<file path="src/rtl/mips_ctrl_pkg.sv">
// Shared types and constants for the MIPS multicycle control path.
// ILLEGAL_TRAP_EN adds the TRAP state used for unknown opcodes.
package mips_ctrl_pkg;

  localparam int STATE_W = 4;

  localparam logic [5:0] OP_RTYPE = 6'b000000;
  localparam logic [5:0] OP_LW    = 6'b100011;
  localparam logic [5:0] OP_SW    = 6'b101011;
  localparam logic [5:0] OP_BEQ   = 6'b000100;
  localparam logic [5:0] OP_ADDI  = 6'b001000;

  localparam logic [1:0] ALUOP_ADD   = 2'b00;
  localparam logic [1:0] ALUOP_SUB   = 2'b01;
  localparam logic [1:0] ALUOP_FUNCT = 2'b10;

  typedef enum logic [STATE_W-1:0] {
    S_IDLE,
    S_FETCH,
    S_DECODE,
    S_EXEC,
    S_R_WB,
    S_MEM_ADDR,
    S_MEM_RD,
    S_MEM_WB,
    S_MEM_WR,
    S_BRANCH,
    S_ADDI_EX
`ifdef ILLEGAL_TRAP_EN
    ,
    S_TRAP
`endif
  } state_t;

  // Exactly one field is set for any opcode.
  typedef struct packed {
    logic rtype;
    logic lw;
    logic sw;
    logic beq;
    logic addi;
    logic illegal;
  } op_class_t;

endpackage

</file>
<file path="src/rtl/mips_opcode_class.sv">
// Opcode classifier: maps IR[31:26] to a one-hot instruction class.
// Purely combinational; anything unrecognised is flagged illegal.
module mips_opcode_class
  import mips_ctrl_pkg::*;
(
  input  logic [5:0] opcode,
  output op_class_t  cls
);

  // One-hot class decode, illegal when no known opcode matches.
  always_comb begin
    cls = '0;
    unique case (opcode)
      OP_RTYPE: cls.rtype   = 1'b1;
      OP_LW:    cls.lw      = 1'b1;
      OP_SW:    cls.sw      = 1'b1;
      OP_BEQ:   cls.beq     = 1'b1;
      OP_ADDI:  cls.addi    = 1'b1;
      default:  cls.illegal = 1'b1;
    endcase
  end

endmodule

</file>
<file path="src/rtl/mips_multicycle_control.sv">
// Multicycle main control FSM: FETCH/DECODE/EX/MEM/WB sequencing.
// ILLEGAL_TRAP_EN: unknown opcodes trap (illegal_op) instead of NOP.
module mips_multicycle_control
  import mips_ctrl_pkg::*;
(
  input  logic       clk,
  input  logic       rst,
  input  logic       en,
  input  logic [5:0] opcode,
  input  logic       mem_ready,
  output logic [1:0] alu_op,
  output logic       reg_dst,
  output logic       alu_src,
  output logic       mem_read,
  output logic       mem_write,
  output logic       mem_to_reg,
  output logic       reg_write,
  output logic       ir_write,
  output logic       pc_write,
  output logic       branch
`ifdef ILLEGAL_TRAP_EN
  ,
  output logic       illegal_op
`endif
);

  state_t    state;
  state_t    state_nxt;
  op_class_t cls;
  logic      hold_lw;
  logic      hold_addi;

  mips_opcode_class u_class (
    .opcode (opcode),
    .cls    (cls)
  );

  // State register; reset aborts any instruction straight to IDLE.
  always_ff @(posedge clk or posedge rst) begin
    if (rst) state <= S_IDLE;
    else     state <= state_nxt;
  end

  // Instruction class held from DECODE for MEM_ADDR and R_WB.
  always_ff @(posedge clk or posedge rst) begin
    if (rst) begin
      hold_lw   <= 1'b0;
      hold_addi <= 1'b0;
    end else if (state == S_DECODE) begin
      hold_lw   <= cls.lw;
      hold_addi <= cls.addi;
    end
  end

  // Next-state and Moore output decode (pc_write gated by fetch done).
  always_comb begin
    state_nxt  = state;
    alu_op     = ALUOP_ADD;
    reg_dst    = 1'b0;
    alu_src    = 1'b0;
    mem_read   = 1'b0;
    mem_write  = 1'b0;
    mem_to_reg = 1'b0;
    reg_write  = 1'b0;
    ir_write   = 1'b0;
    pc_write   = 1'b0;
    branch     = 1'b0;
`ifdef ILLEGAL_TRAP_EN
    illegal_op = 1'b0;
`endif
    unique case (state)
      S_IDLE: begin
        if (en) state_nxt = S_FETCH;
      end
      S_FETCH: begin
        mem_read = 1'b1;
        ir_write = 1'b1;
        alu_op   = ALUOP_ADD;
        if (mem_ready) begin
          pc_write  = 1'b1;
          state_nxt = S_DECODE;
        end
      end
      S_DECODE: begin
        unique case (1'b1)
          cls.rtype:        state_nxt = S_EXEC;
          cls.lw, cls.sw:   state_nxt = S_MEM_ADDR;
          cls.beq:          state_nxt = S_BRANCH;
          cls.addi:         state_nxt = S_ADDI_EX;
`ifdef ILLEGAL_TRAP_EN
          default:          state_nxt = S_TRAP;
`else
          default:          state_nxt = S_FETCH;
`endif
        endcase
      end
      S_EXEC: begin
        alu_op    = ALUOP_FUNCT;
        alu_src   = 1'b0;
        state_nxt = S_R_WB;
      end
      S_R_WB: begin
        reg_write  = 1'b1;
        reg_dst    = ~hold_addi;
        mem_to_reg = 1'b0;
        state_nxt  = S_FETCH;
      end
      S_MEM_ADDR: begin
        alu_op    = ALUOP_ADD;
        alu_src   = 1'b1;
        state_nxt = hold_lw ? S_MEM_RD : S_MEM_WR;
      end
      S_MEM_RD: begin
        mem_read = 1'b1;
        if (mem_ready) state_nxt = S_MEM_WB;
      end
      S_MEM_WB: begin
        reg_write  = 1'b1;
        mem_to_reg = 1'b1;
        reg_dst    = 1'b0;
        state_nxt  = S_FETCH;
      end
      S_MEM_WR: begin
        mem_write = 1'b1;
        if (mem_ready) state_nxt = S_FETCH;
      end
      S_BRANCH: begin
        alu_op    = ALUOP_SUB;
        alu_src   = 1'b0;
        branch    = 1'b1;
        state_nxt = S_FETCH;
      end
      S_ADDI_EX: begin
        alu_op    = ALUOP_ADD;
        alu_src   = 1'b1;
        state_nxt = S_R_WB;
      end
`ifdef ILLEGAL_TRAP_EN
      S_TRAP: begin
        illegal_op = 1'b1;
      end
`endif
      default: begin
        state_nxt = S_IDLE;
      end
    endcase
  end

endmodule
</file>
<file path="config.mk">
export PLATFORM = sky130hd
export DESIGN_NAME = mips_multicycle_control
export DESIGN_NICKNAME = d
export VERILOG_FILES = /design/src/rtl/mips_ctrl_pkg.sv /design/src/rtl/mips_opcode_class.sv /design/src/rtl/mips_multicycle_control.sv
export SDC_FILE = /design/constraint.sdc
export NUM_CORES = 1
export LEC_CHECK = 0
export ABC_AREA = 0
export BUFFER_PORTS_ARGS = -buffer_cell sky130_fd_sc_hd__buf_2
export CAP_MARGIN = 0
export CORE_MARGIN = 1
export CORE_UTILIZATION = 30
export DETAILED_ROUTE_END_ITERATION = 7
export SYNTH_ARGS = -nofsm -noshare
export SYNTH_HDL_FRONTEND = slang
export SYNTH_HIERARCHICAL = 1
export SYNTH_SLANG_ARGS = --single-unit
</file>
<file path="constraint.sdc">
create_clock -name clk -period 3.13 [get_ports clk]
set_input_delay 0.1565 -clock clk [delete_from_list [all_inputs] [get_ports clk]]
set_output_delay 0.1565 -clock clk [all_outputs]
set_load 0.05 [all_outputs]
</file>
==> results of run 1 <==
==> flip-flops by register name (all words and copies together) (netlist names) <==
register	count
state	4
hold_lw	1
hold_addi	1
==> path summary, 6_finish.rpt <==
| kind | cells past startpoint | endpoint | slack [ns] |
|---|---|---|---|
| setup / recovery | 4 | mem_read | 1.32 |
| hold / removal | 3 | state[1] | 0.33 |
| setup reg to reg | 4 | state[0] | 1.67 |
| hold reg to reg | 1 | hold_addi | 0.53 |
| max in group asynchronous | 3 | state[2] | 2.58 |
| min in group asynchronous | 3 | state[1] | 0.37 |
==> metal layers <==
| layer | up-vias | wire (um) | share of wire (%) | global-route usage, % |
|---|---|---|---|---|
| li1 | 301 | - | - | - |
| met1 | 260 | 627 | 51 | 17.98 |
| met2 | 19 | 556 | 45 | 22.03 |
| met3 | 0 | 54 | 4.4 | 3.571 |
| met4 | 0 | 0 | 0 | 1.818 |
| met5 | - | 0 | 0 | 0 |
==> placed cells by master, fill, tap and decap left out, drive strengths merged <==
cell,count
nor2,5
nand2b,3
nand4b,1
o21ai,7
o31ai,2
inv,2
a21o,1
dlygate4sd3,1
nand2,6
a22oi,2
a21oi,2
o32a,2
clkbuf,3
dfrtp,6
mux2,2
nor2b,4
nor4,3
o22ai,3
buf,20
nor3,6
or2,2
and3,2
or4,1
nor3b,3
==> worst reg2reg max path, cell delays in order (launching register included) <==
cell and delay, ns:
dfrtp_1 0.53, or2_1 0.33, o32a_1 0.30, o21ai_1 0.13
nor2_1 0.06
==> power breakdown <==
part	internal [mW]	leakage, nW	switching (mW)	total (mW)
Combinational	0.153	0.221	0.303	0.456
Clock	0.0432	0.0138	0.0246	0.0678
Sequential	0.102	0.0792	0.0905	0.193
==> cell type report <==
type                    count  area [um^2]
fillers                   181         1045
multi-input cells          57        379.1
flip-flops and latches      6        150.1
repair buffers             21        110.1
well taps                  25        31.28
clock buffers               3        22.52
inverters                   2        7.507
==> through the flow <==
stage | std cells | power (mW) | hold slack (ns)
floorplan | 70 | 0.5648 | -0.05254
global placement | 110 | 0.6496 | 0.07099
detailed placement | 110 | 0.6486 | 0.07662
CTS | 114 | 0.7207 | 0.3131
global route | 114 | 0.7755 | 0.3503
finish | 114 | 0.7164 | 0.3251
==> run summary, run 1 <==
# rows - 15
total number of vias - 580
drt first pass iters - 4
initial antenna violation count - 0
mean post-synth cell area - 8.061 um^2
Die Y - 45.37 um
CP peak stage delay - 0.61 ns
Remaining DRCs - 0
GRT Overall Usage - 13.38%
WP data required - 2.97 ns
DP Wirelength - 962.5 um
Worst setup SP type - register
count of buffer and inverter cells on the critical path - 1
crit path cell chain - nand2_1, or2_1, a21oi_1, buf_2
Root Driver - clkbuf_4
first-pass GRT wire length - 2035 um
vias in the first global route - 493
drt wl/cell - 10.86 um
Via density - 5.088
clock buffer count from CTS - 3
Syn Inst Count - 70
CP Class - register to output pin
post-CTS setup buffers - 0
global route overflow - 0
run status - finished clean
core area - 1745 um^2
pin count of the biggest net entering global routing - 16
nets - 101
post-CTS sizing - 0
PortBufs - 20
slew margin rel. - 67.53%
Hold Vio Cnt, Final - 0
clock-pin slew on the worst setup and hold paths - 0.04 ns
setup_tns - 0 ns
Worst EP arrival - 1.66 ns
H-tree depth - 1
final setup vio count - 0
Critical Path End Type - output pin
worst vdd ir - 0.3198 mV
YS warnings - 6
crit path max fanout - 14
clock sink total - 6
final wirelength - 1238 um
CTS tree - built
Starting Density - 32.33%
max-slew violations - 0
RSZ-0062 raised after global routing - false
static leakage - 0.3138 nW
Max clock buf depth - 2
Placed Area - 668.1 um^2
Power Dens Cells - 1022 nW/um^2
gpl congestion - 0.8024
final worst path period need - 1.814 ns
CP startpoint - state[1]
min-delay worst type - input port to register
clk_lat worst skew - 0.24 ns
share of cells above drive strength 1 - 34.83%
synthesized area - 564.3 um^2
Hold Buf Count CTS - 1
max cap viols - 0
final instance area - 700.7 um^2
worst slew pin tran - 0.4870 ns
Chip Width - 45.37 um
Ports - 21
Hold Startpoint - mem_ready
Fmax achieved - 0.5512 GHz
Inserted Diodes - 0
Area growth syn-to-layout - 24.17%
DR iter-0 viols - 14
Post-Place Worst Slack - 1.573 ns
final worst setup slack - 1.316 ns
CP max-delay cell - dfrtp_1
crit-path leading delay family - flip-flops
reg-to-reg startpoint - state[3]
Post-DRT Antenna Nets - 0
fin crit share - 57.96%
final design utilization - 40.14%
Worst Skew - 0.004305 ns
net count after synthesis - 80
Die Area - 2058 um^2
Power figures use the tool's default switching activity.
==> run 2: changes to the inputs <==
==> constraint.sdc (replaced) <==
create_clock -name clk -period 1.6 [get_ports clk]
set_input_delay 0.08 -clock clk [delete_from_list [all_inputs] [get_ports clk]]
set_output_delay 0.08 -clock clk [all_outputs]
set_load 0.05 [all_outputs]
==> run summary, run 2 (synthesized netlist as in run 1, its figures left out) <==
met3 usage - 1.190%
Remaining DRCs - 0
max reg flops - 4
drt wl/cell - 11.21 um
count of buffer and inverter cells on the critical path - 2
DP Wirelength - 1081 um
Worst R2R Setup Slack - 0.22 ns
clock buffer count from CTS - 3
gpl congestion - 0.7705
Area growth syn-to-layout - 39.02%
Fmax achieved - 0.6568 GHz
max cap viols - 0
most frequent cells in the layout - buf_2, buf_4, nand2_1
crit-path leading delay family - buffers and inverters
Critical Path End Type - output pin
Seq pwr share - 21.7%
initial antenna violation count - 0
RSZ-0062 raised after global routing - false
final wirelength - 1334 um
Power Dens Cells - 1995 nW/um^2
H-tree depth - 1
met2 Track Usage GR - 21.74%
total number of vias - 581
CTS tree - built
Chip Width - 45.37 um
Placed Area - 740.7 um^2
max-slew violations - 0
Die Y - 45.37 um
clk_lat worst skew - 0.24 ns
Die Area - 2058 um^2
Worst Hold Endpoint - state[0]
R2R cell count - 4
CP startpoint - state[3]
crit path max fanout - 9
min-delay worst type - input port to register
DR iter-0 viols - 10
top flop regs - state (4), hold_addi (1), hold_lw (1)
crit path cell chain - buf_4, nand2b_1, nor3_2, buf_2
Internal - 684.4 uW
final worst setup slack - 0.07756 ns
met1 GRT Util - 22.96%
Via density - 4.882
worst vdd ir - 0.8787 mV
CP max-delay cell - dfrtp_1
Worst setup SP type - register
Ports - 21
WP data required - 1.52 ns
Hold Startpoint - en
final setup vio count - 0
Inserted Diodes - 0
Largest Register - state
clock sink total - 6
r2r endpoint - state[0]
Power Total - 1.565 mW
commonest non-fill, non-tap cell in the layout - buf_2
clock network power share - 8.4%
Inst Count DP - 115
reg-to-reg startpoint - state[1]
Non-Filler Instances - 119
GRT Overall Usage - 14.98%
final instance area - 784.5 um^2
final design utilization - 44.95%
first-pass GRT wire length - 2256 um
Worst Hold Path Cells - 4
drt first pass iters - 4
worst slew pin tran - 0.3226 ns
nets - 106
PortBufs - 20
run status - finished clean
Max clock buf depth - 2
pin count of the biggest net entering global routing - 13
logic gate share of total power - 69.9%
# rows - 15
clock-pin slew on the worst setup and hold paths - 0.04 ns
Sw Ratio - 56.27%
Starting Density - 32.33%
Worst Skew - 0.0004601 ns
share of cells above drive strength 1 - 46.81%
core area - 1745 um^2
final worst path period need - 1.522 ns
vias in the first global route - 503
P_sw - 880.8 uW
slew margin rel. - 78.33%
GRT busiest layer - met1
global route overflow - 0
CP Class - register to output pin
CP peak stage delay - 0.45 ns
static leakage - 0.3414 nW
fin crit share - 95.15%
Worst EP arrival - 1.44 ns
FILL cells - 197
Root Driver - clkbuf_4
Hold Vio Cnt, Final - 0
Post-DRT Antenna Nets - 0
Post-Place Worst Slack - 0.1242 ns
-- run 2: how the worst max path moves through the flow --
stage	to	slack, ns	depth (start not counted)
final	ir_write	0.08	4
after global routing	ir_write	0.001	4
after CTS	alu_src	0.007	4
after detailed placement	state[0]	0.12	6
after global placement	state[0]	0.13	6
after floorplan	reg_write	-0.07	3
-- run 2: power groups by stage --
stage	Combinational, mW	Sequential (mW)	Clock [mW]
CTS	1.09	0.335	0.140
global route	1.17	0.356	0.147
finish	1.09	0.339	0.131
floorplan	0.912	0.260	0
global placement	1.07	0.337	0
detailed placement	1.08	0.335	0
-- run 2: metal layers --
metal / part of all wire [%] / vias up
met3: 2.1 / 0
met2: 48 / 10
li1: - / 309
met4: 0 / 0
met5: 0 / -
met1: 50 / 262
-- run 2: cell type report --
type / count / area, um^2 / share of cell area, %
Multi-Input combinational cell: 57 / 414.1 / 52.79
Timing Repair Buffer: 26 / 155.1 / 19.78
Sequential cell: 6 / 153.9 / 19.62
Tap cell: 25 / 31.28 / 3.987
Clock buffer: 3 / 22.52 / 2.871
Inverter: 2 / 7.507 / 0.9569
-- run 2: stage by stage --
stage	hold slack, ns	TNS, ns
3_3_place_gp	-0.004582	0
4_1_cts	0.2461	0
5_1_grt	0.2580	0
6_report	0.2449	0
3_5_place_dp	-0.005502	0
2_1_floorplan	-0.1290	-0.07337
-- run 2: worst min-delay path: stages --
cell and delay [ns]:
buf_2 0.07, o32a_1 0.13, o21ai_1 0.06, nor2_1 0.09
-- run 2: what timing repair did --
item,CTS,global route
pin swaps,0,0
endpoints found under the setup margin,3,6
setup buffers,0,0
hold buffers,1,0
gates resized for setup,3,3
hold endpoints to repair,6,0
==> run 3: changes to the inputs <==
--- a/config.mk
+++ b/config.mk
@@ -8,10 +8,12 @@
 export ABC_AREA = 0
 export BUFFER_PORTS_ARGS = -buffer_cell sky130_fd_sc_hd__buf_2
 export CAP_MARGIN = 0
+export CELL_PAD_IN_SITES_DETAIL_PLACEMENT = 1
+export CELL_PAD_IN_SITES_GLOBAL_PLACEMENT = 2
 export CORE_MARGIN = 1
-export CORE_UTILIZATION = 30
+export CORE_UTILIZATION = 24
 export DETAILED_ROUTE_END_ITERATION = 7
+export PLACE_DENSITY_LB_ADDON = 0.05
 export SYNTH_ARGS = -nofsm -noshare
 export SYNTH_HDL_FRONTEND = slang
-export SYNTH_HIERARCHICAL = 1
 export SYNTH_SLANG_ARGS = --single-unit
==> run summary, run 3 <==
H-tree depth - 1
final instance area - 762.0 um^2
final design utilization - 34.12%
run status - finished clean
Post-DRT Antenna Nets - 0
DP Wirelength - 1281 um
r2r endpoint - state[1]
R2R cell count - 5
final setup vio count - 0
Hold WS - 0.09112 ns
WP data required - 1.52 ns
Starting Density - 25.88%
Non-Filler Instances - 117
fin crit share - 95.82%
post-CTS setup buffers - 0
Die Y - 51.08 um
static leakage - 0.3391 nW
clock-pin slew on the worst setup and hold paths - 0.05 ns
Placed Area - 705.7 um^2
max cap viols - 0
nets - 101
clock sink total - 6
final wirelength - 1566 um
gpl congestion - 0.7404
Power Dens Cells - 2019 nW/um^2
met1 GRT Util - 16.43%
PortBufs - 20
met2 Track Usage GR - 24.78%
Area growth syn-to-layout - 31.82%
Area contributors post-synth - dfrtp_1, nor2_1, clkbuf_8
total number of vias - 564
Ports - 21
crit path max fanout - 10
post-synth top area cell - dfrtp_1
setup_tns - 0 ns
RSZ-0062 raised after global routing - false
vias in the first global route - 594
Worst Skew - 0.003819 ns
Power Total - 1.538 mW
DR iter-0 viols - 8
CTS tree - built
Via density - 4.821
Hold Vio Cnt, Final - 0
pin count of the biggest net entering global routing - 12
post-synth top area share - 25.97%
core area - 2233 um^2
drt first pass iters - 3
Fmax achieved - 0.6523 GHz
global route overflow - 0
clk_lat worst skew - 0.24 ns
slew margin rel. - 83.19%
Inst Count DP - 113
max reg flops - 4
worst slew pin tran - 0.2503 ns
synthesized area - 578.1 um^2
worst vdd ir - 0.7495 mV
Worst Hold Endpoint - state[0]
Die Area - 2609 um^2
CP Class - register to output pin
final worst setup slack - 0.06686 ns
mean post-synth cell area - 8.628 um^2
Largest Register - state
Worst setup SP type - register
Worst Hold Path Cells - 2
Max clock buf depth - 2
post-synthesis sequential area ratio - 25.97%
most frequent cells after synthesis - nor2_1, dfrtp_1, nand2_1, a21oi_1, nor3_1
final worst path period need - 1.533 ns
reg-to-reg startpoint - state[1]
EDFF count, synth - 0
# rows - 17
Async SR Flop Fraction - 100.0%
top flop regs - state (4), hold_addi (1), hold_lw (1)
most frequent cells in the layout - buf_2, nor2_1, buf_4
min-delay worst type - input port to register
Worst EP arrival - 1.45 ns
YS warnings - 0
most common cell in the netlist - nor2_1
Root Driver - clkbuf_4
Worst R2R Setup Slack - 0.28 ns
drt wl/cell - 13.38 um
net count after synthesis - 77
Inserted Diodes - 0
commonest non-fill, non-tap cell in the layout - buf_2
GRT busiest layer - met2
Seq cells post-synth - 6
first-pass GRT wire length - 2691 um
Synth Flop Type - dfrtp_1
Post-Place Worst Slack - 0.1433 ns
share of cells above drive strength 1 - 46.07%
Hold Startpoint - mem_ready
initial antenna violation count - 0
GRT Overall Usage - 14.29%
met3 usage - 3.869%
Remaining DRCs - 0
Syn Inst Count - 67
Critical Path End Type - output pin
clock buffer count from CTS - 3
max-slew violations - 0
Chip Width - 51.08 um
unique cell type count in the Yosys netlist - 38
[run 3: logic make-up (layout without fill, tap and decap cells)]
kind of cell / count (synthesis) / count (layout) / synth area share [%]
AOI/OAI and AO/OA: 19 / 19 / 22.29
muxes: 2 / 2 / 3.463
xor gates and xnor gates: 1 / 1 / 1.515
and+or+nand+nor: 31 / 31 / 34.85
DFF: 6 / 6 / 25.97
buffers and inverters: 8 / 30 / 11.91
[run 3: how the worst max path moves through the flow]
stage               end  startpoint  cells after the start
6_report       pc_write    state[1]                      4
3_3_place_gp    alu_src    state[0]                      4
4_1_cts         alu_src    state[2]                      5
5_1_grt         alu_src    state[2]                      5
2_1_floorplan   reg_dst    state[3]                      3
3_5_place_dp    alu_src    state[0]                      4
[run 3: layout make-up]
class,instances,area (um^2)
multi-input combinational,53,387.9
inverter,2,7.507
tap,28,35.03
fill,279,1471
sequential,6,153.9
timing repair buffer,25,155.1
clock buffer,3,22.52
[run 3: routing by layer]
metal / part of all wire [%] / vias to the layer above / routed length, um
met5: 0 / - / 0
met4: 0 / 0 / 0
met3: 4.0 / 0 / 63
met2: 51 / 16 / 793
met1: 45 / 259 / 709
li1: - / 289 / -
[run 3: repair_timing]
action | in CTS | in global routing
hold endpoints to repair | 6 | 0
resized for setup | 4 | 8
hold buffers | 1 | 0
setup endpoints to repair | 3 | 5
[run 3: worst max-delay path: stages, from the launching register on]
cell	delay, ns
dfrtp_1	0.39
buf_4	0.18
and2b_4	0.29
and3_1	0.16
buf_4	0.19
[run 3: power breakdown]
| group | total, mW | switching [mW] | internal (mW) |
|---|---|---|---|
| Sequential | 0.308 | 0.0956 | 0.212 |
| Clock | 0.140 | 0.0554 | 0.0849 |
| Combinational | 1.09 | 0.700 | 0.390 |
| Total | 1.54 | 0.851 | 0.687 |
